**config.mk**
```make
export PLATFORM = sky130hd
export DESIGN_NAME = speedo_gate_ctrl
export DESIGN_NICKNAME = d
export VERILOG_FILES = /design/src/rtl/speedo_gate_ctrl.sv
export SDC_FILE = /design/constraint.sdc
export NUM_CORES = 1
export LEC_CHECK = 0
export BUFFER_PORTS_ARGS = -buffer_cell sky130_fd_sc_hd__buf_2
export CORE_ASPECT_RATIO = 1.25
export CORE_MARGIN = 4
export CORE_UTILIZATION = 50
export DETAILED_ROUTE_END_ITERATION = 12
export PLACE_DENSITY = 0.77
export SLEW_MARGIN = 10
export SYNTH_ARGS = -nofsm -noshare
export SYNTH_HDL_FRONTEND = slang
export SYNTH_SLANG_ARGS = --single-unit
```
**constraint.sdc**
```tcl
create_clock -name clk -period 1.7 [get_ports clk]
set_input_delay 0.255 -clock clk [delete_from_list [all_inputs] [get_ports clk]]
set_output_delay 0.255 -clock clk [all_outputs]
set_load 0.02 [all_outputs]
```
**src/rtl/speedo_gate_ctrl.sv**
```systemverilog
// ---------------------------------------------------------------------------
// speedo_gate_ctrl
// Measurement sequencer for the speedometer datapath. The raw wheel pulse is
// synchronised, debounced and its filtered rising edges are counted over
// back-to-back gate windows of GATE_CYCLES clocks. Each finished window's count
// is offered to the display path over a valid/ready handshake.
//
// Ports
//   clk          system clock
//   reset        synchronous, active-low reset
//   enable       1 = run gate windows, 0 = abort the current window and idle
//   pulse        raw asynchronous wheel pulse
//   speed        edges counted in the last completed window (saturated)
//   speed_valid  speed/overflow/dropped hold a result not yet accepted
//   speed_ready  downstream accepts the result when speed_valid & speed_ready
//   overflow     result saturated at 2**CNT_W-1
//   dropped      an earlier unaccepted result was overwritten (sticky to accept)
//   gate_active  high on every cycle of a counting window
// ---------------------------------------------------------------------------
module speedo_gate_ctrl #(
   parameter int unsigned GATE_CYCLES = 40_000_000,
   parameter int unsigned DEB_CYCLES  = 4,
   parameter int unsigned CNT_W       = 8
) (
   input  logic             clk,
   input  logic             reset,
   input  logic             enable,
   input  logic             pulse,
   output logic [CNT_W-1:0] speed,
   output logic             speed_valid,
   input  logic             speed_ready,
   output logic             overflow,
   output logic             dropped,
   output logic             gate_active
);

   localparam int unsigned      GW        = (GATE_CYCLES > 1) ? $clog2(GATE_CYCLES) : 1;
   localparam int unsigned      DW        = $clog2(DEB_CYCLES) + 1;
   localparam logic [GW-1:0]    GATE_LAST = GW'(GATE_CYCLES - 1);
   localparam logic [GW-1:0]    GATE_ZERO = {GW{1'b0}};
   localparam logic [GW-1:0]    GATE_ONE  = GW'(1);
   localparam logic [DW-1:0]    DEB_LAST  = DW'(DEB_CYCLES - 1);
   localparam logic [DW-1:0]    DEB_ZERO  = {DW{1'b0}};
   localparam logic [DW-1:0]    DEB_ONE   = DW'(1);
   localparam logic [CNT_W-1:0] CNT_MAX   = {CNT_W{1'b1}};
   localparam logic [CNT_W-1:0] CNT_ZERO  = {CNT_W{1'b0}};
   localparam logic [CNT_W-1:0] CNT_ONE   = CNT_W'(1);

   typedef enum logic [0:0] {
      ST_IDLE = 1'b0,
      ST_GATE = 1'b1
   } state_e;

   // Saturating increment: the edge counter sticks at all-ones, never wraps.
   function automatic logic [CNT_W-1:0] sat_inc(input logic [CNT_W-1:0] v);
      logic [CNT_W-1:0] r;
      if (v == CNT_MAX) begin
         r = CNT_MAX;
      end else begin
         r = v + CNT_ONE;
      end
      return r;
   endfunction

   logic             sync1_q, sync1_d;
   logic             sync2_q, sync2_d;
   logic             filt_q, filt_d;
   logic             filt_prev_q, filt_prev_d;
   logic [DW-1:0]    deb_cnt_q, deb_cnt_d;
   state_e           state_q, state_d;
   logic [GW-1:0]    gate_cnt_q, gate_cnt_d;
   logic [CNT_W-1:0] edge_cnt_q, edge_cnt_d;
   logic [CNT_W-1:0] speed_q, speed_d;
   logic             valid_q, valid_d;
   logic             ovf_q, ovf_d;
   logic             drop_q, drop_d;
   logic             gate_act_q, gate_act_d;

   logic             rise_s;
   logic             publish_s;
   logic             accept_s;
   logic [CNT_W-1:0] edge_inc_s;

   // Input conditioning: two-stage synchroniser and stability filter.
   always_comb begin
      sync1_d     = pulse;
      sync2_d     = sync1_q;
      filt_prev_d = filt_q;
      filt_d      = filt_q;
      deb_cnt_d   = DEB_ZERO;
      if (sync2_q != filt_q) begin
         // Accept the new level only after DEB_CYCLES consecutive disagreements.
         if (deb_cnt_q == DEB_LAST) begin
            filt_d    = sync2_q;
            deb_cnt_d = DEB_ZERO;
         end else begin
            deb_cnt_d = deb_cnt_q + DEB_ONE;
         end
      end else begin
         deb_cnt_d = DEB_ZERO;
      end
   end

   // Count event is a registered 0->1 transition of the filtered level.
   assign rise_s     = filt_q & ~filt_prev_q;
   assign edge_inc_s = rise_s ? sat_inc(edge_cnt_q) : edge_cnt_q;

   // Gate sequencer: next state, window position and edge counter.
   always_comb begin
      state_d    = state_q;
      gate_cnt_d = GATE_ZERO;
      edge_cnt_d = CNT_ZERO;
      publish_s  = 1'b0;
      case (state_q)
         ST_IDLE: begin
            if (enable) begin
               state_d = ST_GATE;
            end else begin
               state_d = ST_IDLE;
            end
         end
         ST_GATE: begin
            if (gate_cnt_q == GATE_LAST) begin
               // Window complete (including an edge on its last cycle); the
               // next cycle already belongs to a fresh window.
               publish_s  = 1'b1;
               gate_cnt_d = GATE_ZERO;
               edge_cnt_d = CNT_ZERO;
            end else begin
               gate_cnt_d = gate_cnt_q + GATE_ONE;
               edge_cnt_d = edge_inc_s;
            end
            if (!enable) begin
               // Abort: any partial count is thrown away.
               state_d    = ST_IDLE;
               gate_cnt_d = GATE_ZERO;
               edge_cnt_d = CNT_ZERO;
            end else begin
               state_d = ST_GATE;
            end
         end
         default: begin
            state_d = ST_IDLE;
         end
      endcase
      gate_act_d = (state_d == ST_GATE);
   end

   // Result register and valid/ready handshake with drop tracking.
   always_comb begin
      accept_s = valid_q & speed_ready;
      speed_d  = speed_q;
      ovf_d    = ovf_q;
      valid_d  = valid_q;
      drop_d   = drop_q;
      if (publish_s) begin
         speed_d = edge_inc_s;
         ovf_d   = (edge_inc_s == CNT_MAX);
         valid_d = 1'b1;
         // A result pending but not taken this cycle is being overwritten.
         if (accept_s) begin
            drop_d = 1'b0;
         end else begin
            drop_d = drop_q | valid_q;
         end
      end else if (accept_s) begin
         valid_d = 1'b0;
         drop_d  = 1'b0;
      end else begin
         valid_d = valid_q;
         drop_d  = drop_q;
      end
   end

   // State and data registers with synchronous active-low reset.
   always_ff @(posedge clk) begin
      if (!reset) begin
         sync1_q     <= 1'b0;
         sync2_q     <= 1'b0;
         filt_q      <= 1'b0;
         filt_prev_q <= 1'b0;
         deb_cnt_q   <= DEB_ZERO;
         state_q     <= ST_IDLE;
         gate_cnt_q  <= GATE_ZERO;
         edge_cnt_q  <= CNT_ZERO;
         speed_q     <= CNT_ZERO;
         valid_q     <= 1'b0;
         ovf_q       <= 1'b0;
         drop_q      <= 1'b0;
         gate_act_q  <= 1'b0;
      end else begin
         sync1_q     <= sync1_d;
         sync2_q     <= sync2_d;
         filt_q      <= filt_d;
         filt_prev_q <= filt_prev_d;
         deb_cnt_q   <= deb_cnt_d;
         state_q     <= state_d;
         gate_cnt_q  <= gate_cnt_d;
         edge_cnt_q  <= edge_cnt_d;
         speed_q     <= speed_d;
         valid_q     <= valid_d;
         ovf_q       <= ovf_d;
         drop_q      <= drop_d;
         gate_act_q  <= gate_act_d;
      end
   end

   assign speed       = speed_q;
   assign speed_valid = valid_q;
   assign overflow    = ovf_q;
   assign dropped     = drop_q;
   assign gate_active = gate_act_q;

endmodule
```
**After elaboration in Yosys (flattened, before gate mapping)**

Cells that the tools add are included.
Widths: inputs -> output; s select.

- Register bits after elaboration: 53
- Output and inout port bits: 12

- $add $sub $neg: 3
- Eq/ne operators: 5
- Mux-type cells: 9
- Bitwise logic cells: 8
- Reduce and logical (&&, ||, !) cells: 4

Operator list:

| kind | count |
|---|---|
| $add 26x1->26 const B | 1 |
| $eq 26x26->1 const B | 1 |
| $eq 8x8->1 const B | 2 |
| $mux 8 | 2 |
| $add 8x1->8 const B | 1 |
| $mux 1 | 7 |
| $not 1->1 | 5 |
| $reduce_or 4->1 | 1 |
| $add 3x1->3 const B | 1 |
| $eq 3x2->1 const B | 1 |
| $reduce_or 3->1 | 1 |
| $and 1x1->1 | 2 |
| $reduce_and 2->1 | 1 |
| $reduce_bool 2->1 | 1 |
| $ne 1x1->1 | 1 |
| $or 1x1->1 | 1 |

**Longest topological paths before layout**

Gate-level depths: netlist of run 1.

- Depth in word-level cells: 4
- Mapped depth: 7
- Depth with buffers taken out: 6

**Least setup slack after synthesis of run 1**

No wires, ideal clock.

- Kind: flip-flop to flip-flop
- From: reg gate_cnt_q[0]
- To: reg gate_cnt_q[24]
- Setup time: 115 ps
- Arrival time: 1482 ps
- Slack: 104 ps
- Stages on the path, launching flop included: 8
- Path buffers: 1
- Clock period less this slack: 1596 ps
- Cells stage by stage: dfxtp_1 > ha_1 > nand4_1 > or2_0 > clkbuf_2 > nor4_2 > xnor2_1 > nor2_1

- Word-level cells in the longest chain between the ends: 2
- Elaborated cells between the ends (all ways): 3
- Those cells by class: add/sub (1); eq/ne (1); reduce/logical (1)

Ends and longest elaborated chain:

| what | RTL line | text |
|---|---|---|
| start: declaration | 71 | `logic [GW-1:0] gate_cnt_q, gate_cnt_d;` |
| start signal: assignment | 198 | `gate_cnt_q <= gate_cnt_d;` |
| parallel branches: the longest is 2 deep, another holds $add 26x1->26 | -- |  |

Several ways; the timed one is not identified.
A chain may end at the register's enable or synchronous reset.

**Worst setup path in the final report of run 1**

- From: reg gate_cnt_q[18]
- To: reg speed_q[0] (netlist: speed[0])

- Word-level cells in the longest chain between the ends: 3

Ends and longest elaborated chain:

| what | RTL line | text |
|---|---|---|
| $eq 26x26->1 | 123 | `if (gate_cnt_q == GATE_LAST) begin` |
| $mux 1 | 123 |  |
| $mux 1 | 114 | `case (state_q)` |
| end signal: assignment | 200 | `speed_q <= speed_d;` |
| end: declaration | 73 | `logic [CNT_W-1:0] speed_q, speed_d;` |

No other way between the ends.

==> results.sh, run 1 <==
export IMPL_viasPerCell=5.269
export IMPL_synth_warnings=0
export IMPL_required_ps=1880
export IMPL_finalWorstSetupSlack_ps=26.90
export IMPL_p_leak_nw=1.098
export IMPL_power_internal_mw=1.547
export IMPL_cts_tree="built"
export IMPL_antenna_found_initial=0
export IMPL_rsz0062_at_grt="yes"
export IMPL_routedWlPerCell_microns=13.36
export IMPL_maxCapViolCount=0
export IMPL_slew_limit_headroom_pct=72.27
export IMPL_placed_cells=359
export IMPL_ir_worst_vdd_mv=0.6918
export IMPL_finish_instance_area_sq_um=2887
export IMPL_tns_ps=0
export IMPL_p_comb_share_pct=1.6
export IMPL_dp_worst_setup_slack_ps=-14.91
export IMPL_hpwl_microns=3546
export IMPL_swShare_pct=21.93
export IMPL_outcome="finished, final reports clean"
export IMPL_cts_buffers=5
export IMPL_syn_inst=270
export IMPL_stdcell_count=368
export IMPL_fill_cells=411
export IMPL_port_buffers=16
export IMPL_synth_cell_type_count=46
export IMPL_vias=1939
export IMPL_ant_nets=0
export IMPL_cp_start_kind="flop"
export IMPL_cp_data_arrival_time_ps=1860
export IMPL_wl_microns=4918
export IMPL_drc=0
export IMPL_seq_power_share_pct=63.1
export IMPL_setup_violations=0
export IMPL_synth_edf_count=0
export IMPL_multi_input_area_sq_um=1324
export IMPL_worst_slew_pin_slew_ps=415.5
export IMPL_initial_core_util_pct=51.88
export IMPL_final_layout_size_suffix_gt1_share_pct=23.05
export IMPL_path_clk_slew_ps=100
export IMPL_gr_total_overflow=0
export IMPL_grt_pass1_vias=1888
export IMPL_drt_iter0_markers=85
export IMPL_die_width_microns=70.66
export IMPL_cts_buffer_depth=2
export IMPL_routabilityCongestion=0.8115
export IMPL_yosys_most_used_dff="dfxtp_1"
export IMPL_netlist_area_sq_um=2454
export IMPL_cts_root_buf="clkbuf_8"
export IMPL_p_sw_mw=0.4345
export IMPL_ys_seq_area_share_pct=43.24
export IMPL_detailed_place_area_sq_um=2739
export IMPL_firstDrtPassIters=4
export IMPL_area_growth_pct=17.64
export IMPL_rows=28
export IMPL_power_mw=1.981
export IMPL_ys_seq_elements=53
export IMPL_fin_nets=316
export IMPL_synth_area_per_cell_sq_um=9.087
export IMPL_endpoint_kind="flop"
export IMPL_cts_hold_buffers=0
export IMPL_hold_viol=0
export IMPL_min_period_over_period_pct=98.42
export IMPL_htree_levels=2
export IMPL_fp_coreArea_sq_um=4730
export IMPL_hp_class="primary input to flop"
export IMPL_fmax_ghz=0.5977
export IMPL_drv_slew=0
export IMPL_antenna_cells=0
export IMPL_grt_max_degree=28
export IMPL_clk_latency_ps=310
export IMPL_grt_pass1_wl_microns=8376
export IMPL_cts_sink_count=53
export IMPL_pwr_share_clk_pct=35.3
export IMPL_crit_path_max_fanout=7
export IMPL_clock_skew_final_ps=7.847
export IMPL_worstSetupPathType="flop to flop"
export IMPL_die_h_microns=86.32
export IMPL_ios=17
export IMPL_dieArea_sq_um=6099
export IMPL_p_per_area_nw_per_um2=686.3
export IMPL_period_minus_slack_ps=1673
export IMPL_grt_util_all_layers_pct=17.08
export IMPL_synth_async_sr_flop_share_pct=0
export IMPL_synth_fp_nets=279
export IMPL_seq_area_sq_um=1066
power by group through the flow:
stage / clock [mW] / sequential [mW] / combinational (mW)
finish: 0.700 / 1.25 / 0.0318
global placement: 0 / 1.28 / 0.0315
floorplan: 0 / 1.28 / 0.0191
global route: 0.779 / 1.25 / 0.0361
detailed placement: 0 / 1.28 / 0.0323
CTS: 0.730 / 1.25 / 0.0325
registers in the layout, indices dropped and copies added, names as in the netlist:
signal / count
sync1_q: 1
deb_cnt_q: 3
sync2_q: 1
filt_prev_d: 1
edge_cnt_q: 8
gate_active: 1
dropped: 1
overflow: 1
gate_cnt_q: 26
speed: 8
filt_prev_q: 1
speed_valid: 1
stage by stage:
step / utilization, % / hold slack, ps
global placement: 57.91 / 410.7
global route: 61.03 / 151.4
detailed placement: 57.91 / 421.0
CTS: 59.97 / 142.3
finish: 61.03 / 151.2
floorplan: - / 349.1
final timing paths:
path	slack [ps]	start	depth (start not counted)	to
setup / recovery	30	gate_cnt_q[18]	6	speed[0]
hold / removal	150	pulse	2	sync1_q
setup reg to reg	30	gate_cnt_q[18]	6	speed[0]
hold reg to reg	430	deb_cnt_q[0]	1	deb_cnt_q[0]
area by class of cell:
type | instances | share of cell area (%)
multi-input combinational | 196 | 45.86
sequential | 53 | 36.93
timing repair buffer | 41 | 10.14
clock inverter | 3 | 0.7802
clock buffer | 5 | 2.384
inverter | 10 | 1.300
tap | 60 | 2.601
logic make-up after synthesis:
family	after synthesis	share of synthesized area (%)
adders and majority gates	4	2.040
muxes	8	3.315
AOI/OAI and AO/OA	22	5.865
DFF	53	43.24
and+or+nand+nor	135	31.31
buffers and inverters	21	4.590
xor gates and xnor gates	27	9.638
cell usage in the layout, fill, tap and decap left out, types with 4 or more instances in the layout:
| cell type | instances |
|---|---|
| clkbuf_8 | 5 |
| buf_4 | 23 |
| mux2i_1 | 7 |
| and2_1 | 5 |
| nor2_1 | 43 |
| buf_2 | 16 |
| xnor2_1 | 18 |
| dfxtp_1 | 49 |
| and3_1 | 5 |
| or2_0 | 4 |
| inv_1 | 10 |
| nand3_1 | 14 |
| xor2_1 | 9 |
| nor3_1 | 9 |
| a21oi_1 | 10 |
| nand2_1 | 14 |
| nand4_1 | 9 |
| dfxtp_2 | 4 |
| o21ai_0 | 4 |
| nor2b_1 | 5 |
critical path, stage by stage, from the launching register on:
cell and delay (ps):
dfxtp_1 320, or4_4 540, nor2_4 130, nand4_4 160
buf_12 190, mux2i_1 160, nor2_1 50
cells in the mapped netlist, types with 4 or more instances:
cell / count / share of area [%]
xor2_1: 9 / 3.2
and2_1: 5 / 1.3
nor3_1: 9 / 1.8
nand4_1: 9 / 2.3
buf_4: 4 / 1.2
inv_1: 10 / 1.5
ha_1: 4 / 2.0
o21ai_0: 4 / 0.82
and3_1: 5 / 1.3
mux2i_1: 7 / 2.9
nand2_1: 14 / 2.1
xnor2_1: 18 / 6.4
nor2_1: 43 / 6.6
nor2b_1: 5 / 1.3
a21oi_1: 10 / 2.0
or2_0: 5 / 1.3
nand3_1: 14 / 2.9
dfxtp_1: 53 / 43
per-layer routing:
| layer | GRT usage, % | vias up | part of all wire (%) | wire [microns] |
|---|---|---|---|---|
| met3 | 4.176 | 8 | 2.4 | 118 |
| met5 | 0 | - | 0 | 0 |
| met4 | 6.496 | 0 | 1.8 | 89 |
| li1 | - | 999 | - | - |
| met2 | 31.09 | 22 | 53 | 2621 |
| met1 | 19.16 | 910 | 42 | 2088 |
repair_timing:
action,4_1_cts,5_1_grt
endpoints found under the setup margin,3,29
gates resized for setup,1,12
buffers inserted,0,1
pin swaps,0,1
(Power assumes the default switching activity.)
==> run 2: changes to the inputs <==
==> constraint.sdc (replaced) <==
create_clock -name clk -period 1.7 [get_ports clk]
set_input_delay 0.085 -clock clk [delete_from_list [all_inputs] [get_ports clk]]
set_output_delay 0.085 -clock clk [all_outputs]
set_load 0.02 [all_outputs]
==> results.sh, run 2 (synthesized netlist as in run 1, its figures left out) <==
export IMPL_multi_input_area_sq_um=1324
export IMPL_grt_pass1_wl_microns=8452
export IMPL_slowest_delay_ps=540
export IMPL_largest_register="gate_cnt_q"
export IMPL_rows=28
export IMPL_stdcell_count=370
export IMPL_cp_data_arrival_time_ps=1850
export IMPL_grt_max_degree=28
export IMPL_period_minus_slack_ps=1669
export IMPL_area_growth_pct=18.46
export IMPL_path_cells="or4_4, nor2_4, nand4_4, buf_12, mux2i_1, nor2_1"
export IMPL_use_met1_pct=19.30
export IMPL_fp_coreArea_sq_um=4730
export IMPL_viasPerCell=5.246
export IMPL_fmax_ghz=0.5993
export IMPL_firstDrtPassIters=4
export IMPL_worst_slew_pin_slew_ps=405.2
export IMPL_maxCapViolCount=0
export IMPL_clock_skew_final_ps=8.010
export IMPL_setup_violations=0
export IMPL_hp_class="primary input to flop"
export IMPL_ant_nets=0
export IMPL_seq_area_sq_um=1066
export IMPL_htree_levels=2
export IMPL_path_clk_slew_ps=100
export IMPL_cts_buffer_depth=2
export IMPL_outcome="finished, final reports clean"
export IMPL_required_ps=1880
export IMPL_die_h_microns=86.32
export IMPL_routabilityCongestion=0.8115
export IMPL_ios=17
export IMPL_p_per_area_nw_per_um2=683.6
export IMPL_ir_worst_vdd_mv=0.6917
export IMPL_fill_cells=408
export IMPL_initial_core_util_pct=51.88
export IMPL_grt_pass1_vias=1906
export IMPL_port_buffers=16
export IMPL_dieArea_sq_um=6099
export IMPL_grt_busiest_layer="met2"
export IMPL_largest_reg_flops=26
export IMPL_rsz0062_at_grt="yes"
export IMPL_cts_tree="built"
export IMPL_cts_buffers=5
export IMPL_final_layout_size_suffix_gt1_share_pct=22.90
export IMPL_routedWlPerCell_microns=13.30
export IMPL_cp_top_family="simple AND/OR/NAND/NOR gates"
export IMPL_clk_latency_ps=310
export IMPL_fin_nets=318
export IMPL_p_leak_nw=1.107
export IMPL_cts_sink_count=53
export IMPL_drc=0
export IMPL_use_met3_pct=4.176
export IMPL_tns_ps=0
export IMPL_drv_slew=0
export IMPL_drt_iter0_markers=87
export IMPL_worstSetupPathType="flop to flop"
export IMPL_cts_root_buf="clkbuf_8"
export IMPL_placed_cells=359
export IMPL_antenna_found_initial=0
export IMPL_endpoint_kind="flop"
export IMPL_grt_util_all_layers_pct=17.23
export IMPL_final_cell_mix="49 x dfxtp_1, 43 x nor2_1, 23 x buf_4"
export IMPL_gr_total_overflow=0
export IMPL_crit_path_max_fanout=7
export IMPL_use_met2_pct=31.43
export IMPL_antenna_cells=0
export IMPL_final_common_cell="dfxtp_1"
export IMPL_cp_slowest_cell="or4_4"
export IMPL_min_period_over_period_pct=98.15
export IMPL_power_mw=1.987
export IMPL_hpwl_microns=3546
export IMPL_die_width_microns=70.66
export IMPL_hold_viol=0
export IMPL_critPathBufInv=1
export IMPL_slew_limit_headroom_pct=72.95
export IMPL_wl_microns=4921
export IMPL_vias=1941
export IMPL_cp_start_kind="flop"
[run 2: changes by cell type in the layout (fill, tap and decap cells not counted), sizes merged]
cell         before  now
dlygate4sd3       0    2
[run 2: per-stage QoR]
stage | instance area [sq um] | worst slack (ps) | util [%] | hold WS (ps)
finish | 2907 | 31.43 | 61.46 | 31.15
global route | 2907 | -87.91 | 61.46 | 33.41
CTS | 2856 | 11.59 | 60.40 | 24.12
detailed placement | 2739 | -14.91 | 57.91 | 300.9
global placement | 2739 | 33.08 | 57.91 | 289.2
floorplan | 2454 | 103.7 | - | 179.1
[run 2: timing repair]
action	4_1_cts	5_1_grt
buffers inserted	0	1
pin swaps	0	1
hold buffers	2	0
setup endpoints to repair	3	29
hold endpoints to repair	2	0
gates resized for setup	1	12
cloned	0	0
[run 2: layout make-up]
class	instances	share of cell area, %
clock inverter	3	0.7749
multi-input combinational	196	45.54
sequential	53	36.68
timing repair buffer	43	10.76
inverter	10	1.291
clock buffer	5	2.368
tap	60	2.583
[run 2: power by group]
group	switching, mW	internal (mW)	total (mW)	leakage [nW]
combinational	0.0200	0.0153	0.0352	0.641
clock	0.413	0.289	0.702	0.0364
sequential	0.00399	1.25	1.25	0.430
total	0.437	1.55	1.99	1.11
[run 2: layer usage]
layer | vias up | part of all wire [%]
li1 | 1005 | -
met1 | 904 | 43
met2 | 24 | 53
met3 | 8 | 2.4
met4 | 0 | 1.8
met5 | - | 0
[run 2: path summary, 6_finish.rpt]
path,from,to,slack [ps],cells after the start
min reg2reg,deb_cnt_q[0],deb_cnt_q[0],430,1
max,gate_cnt_q[18],speed[0],30,6
min,enable,gate_active,30,2
max reg2reg,gate_cnt_q[18],speed[0],30,6
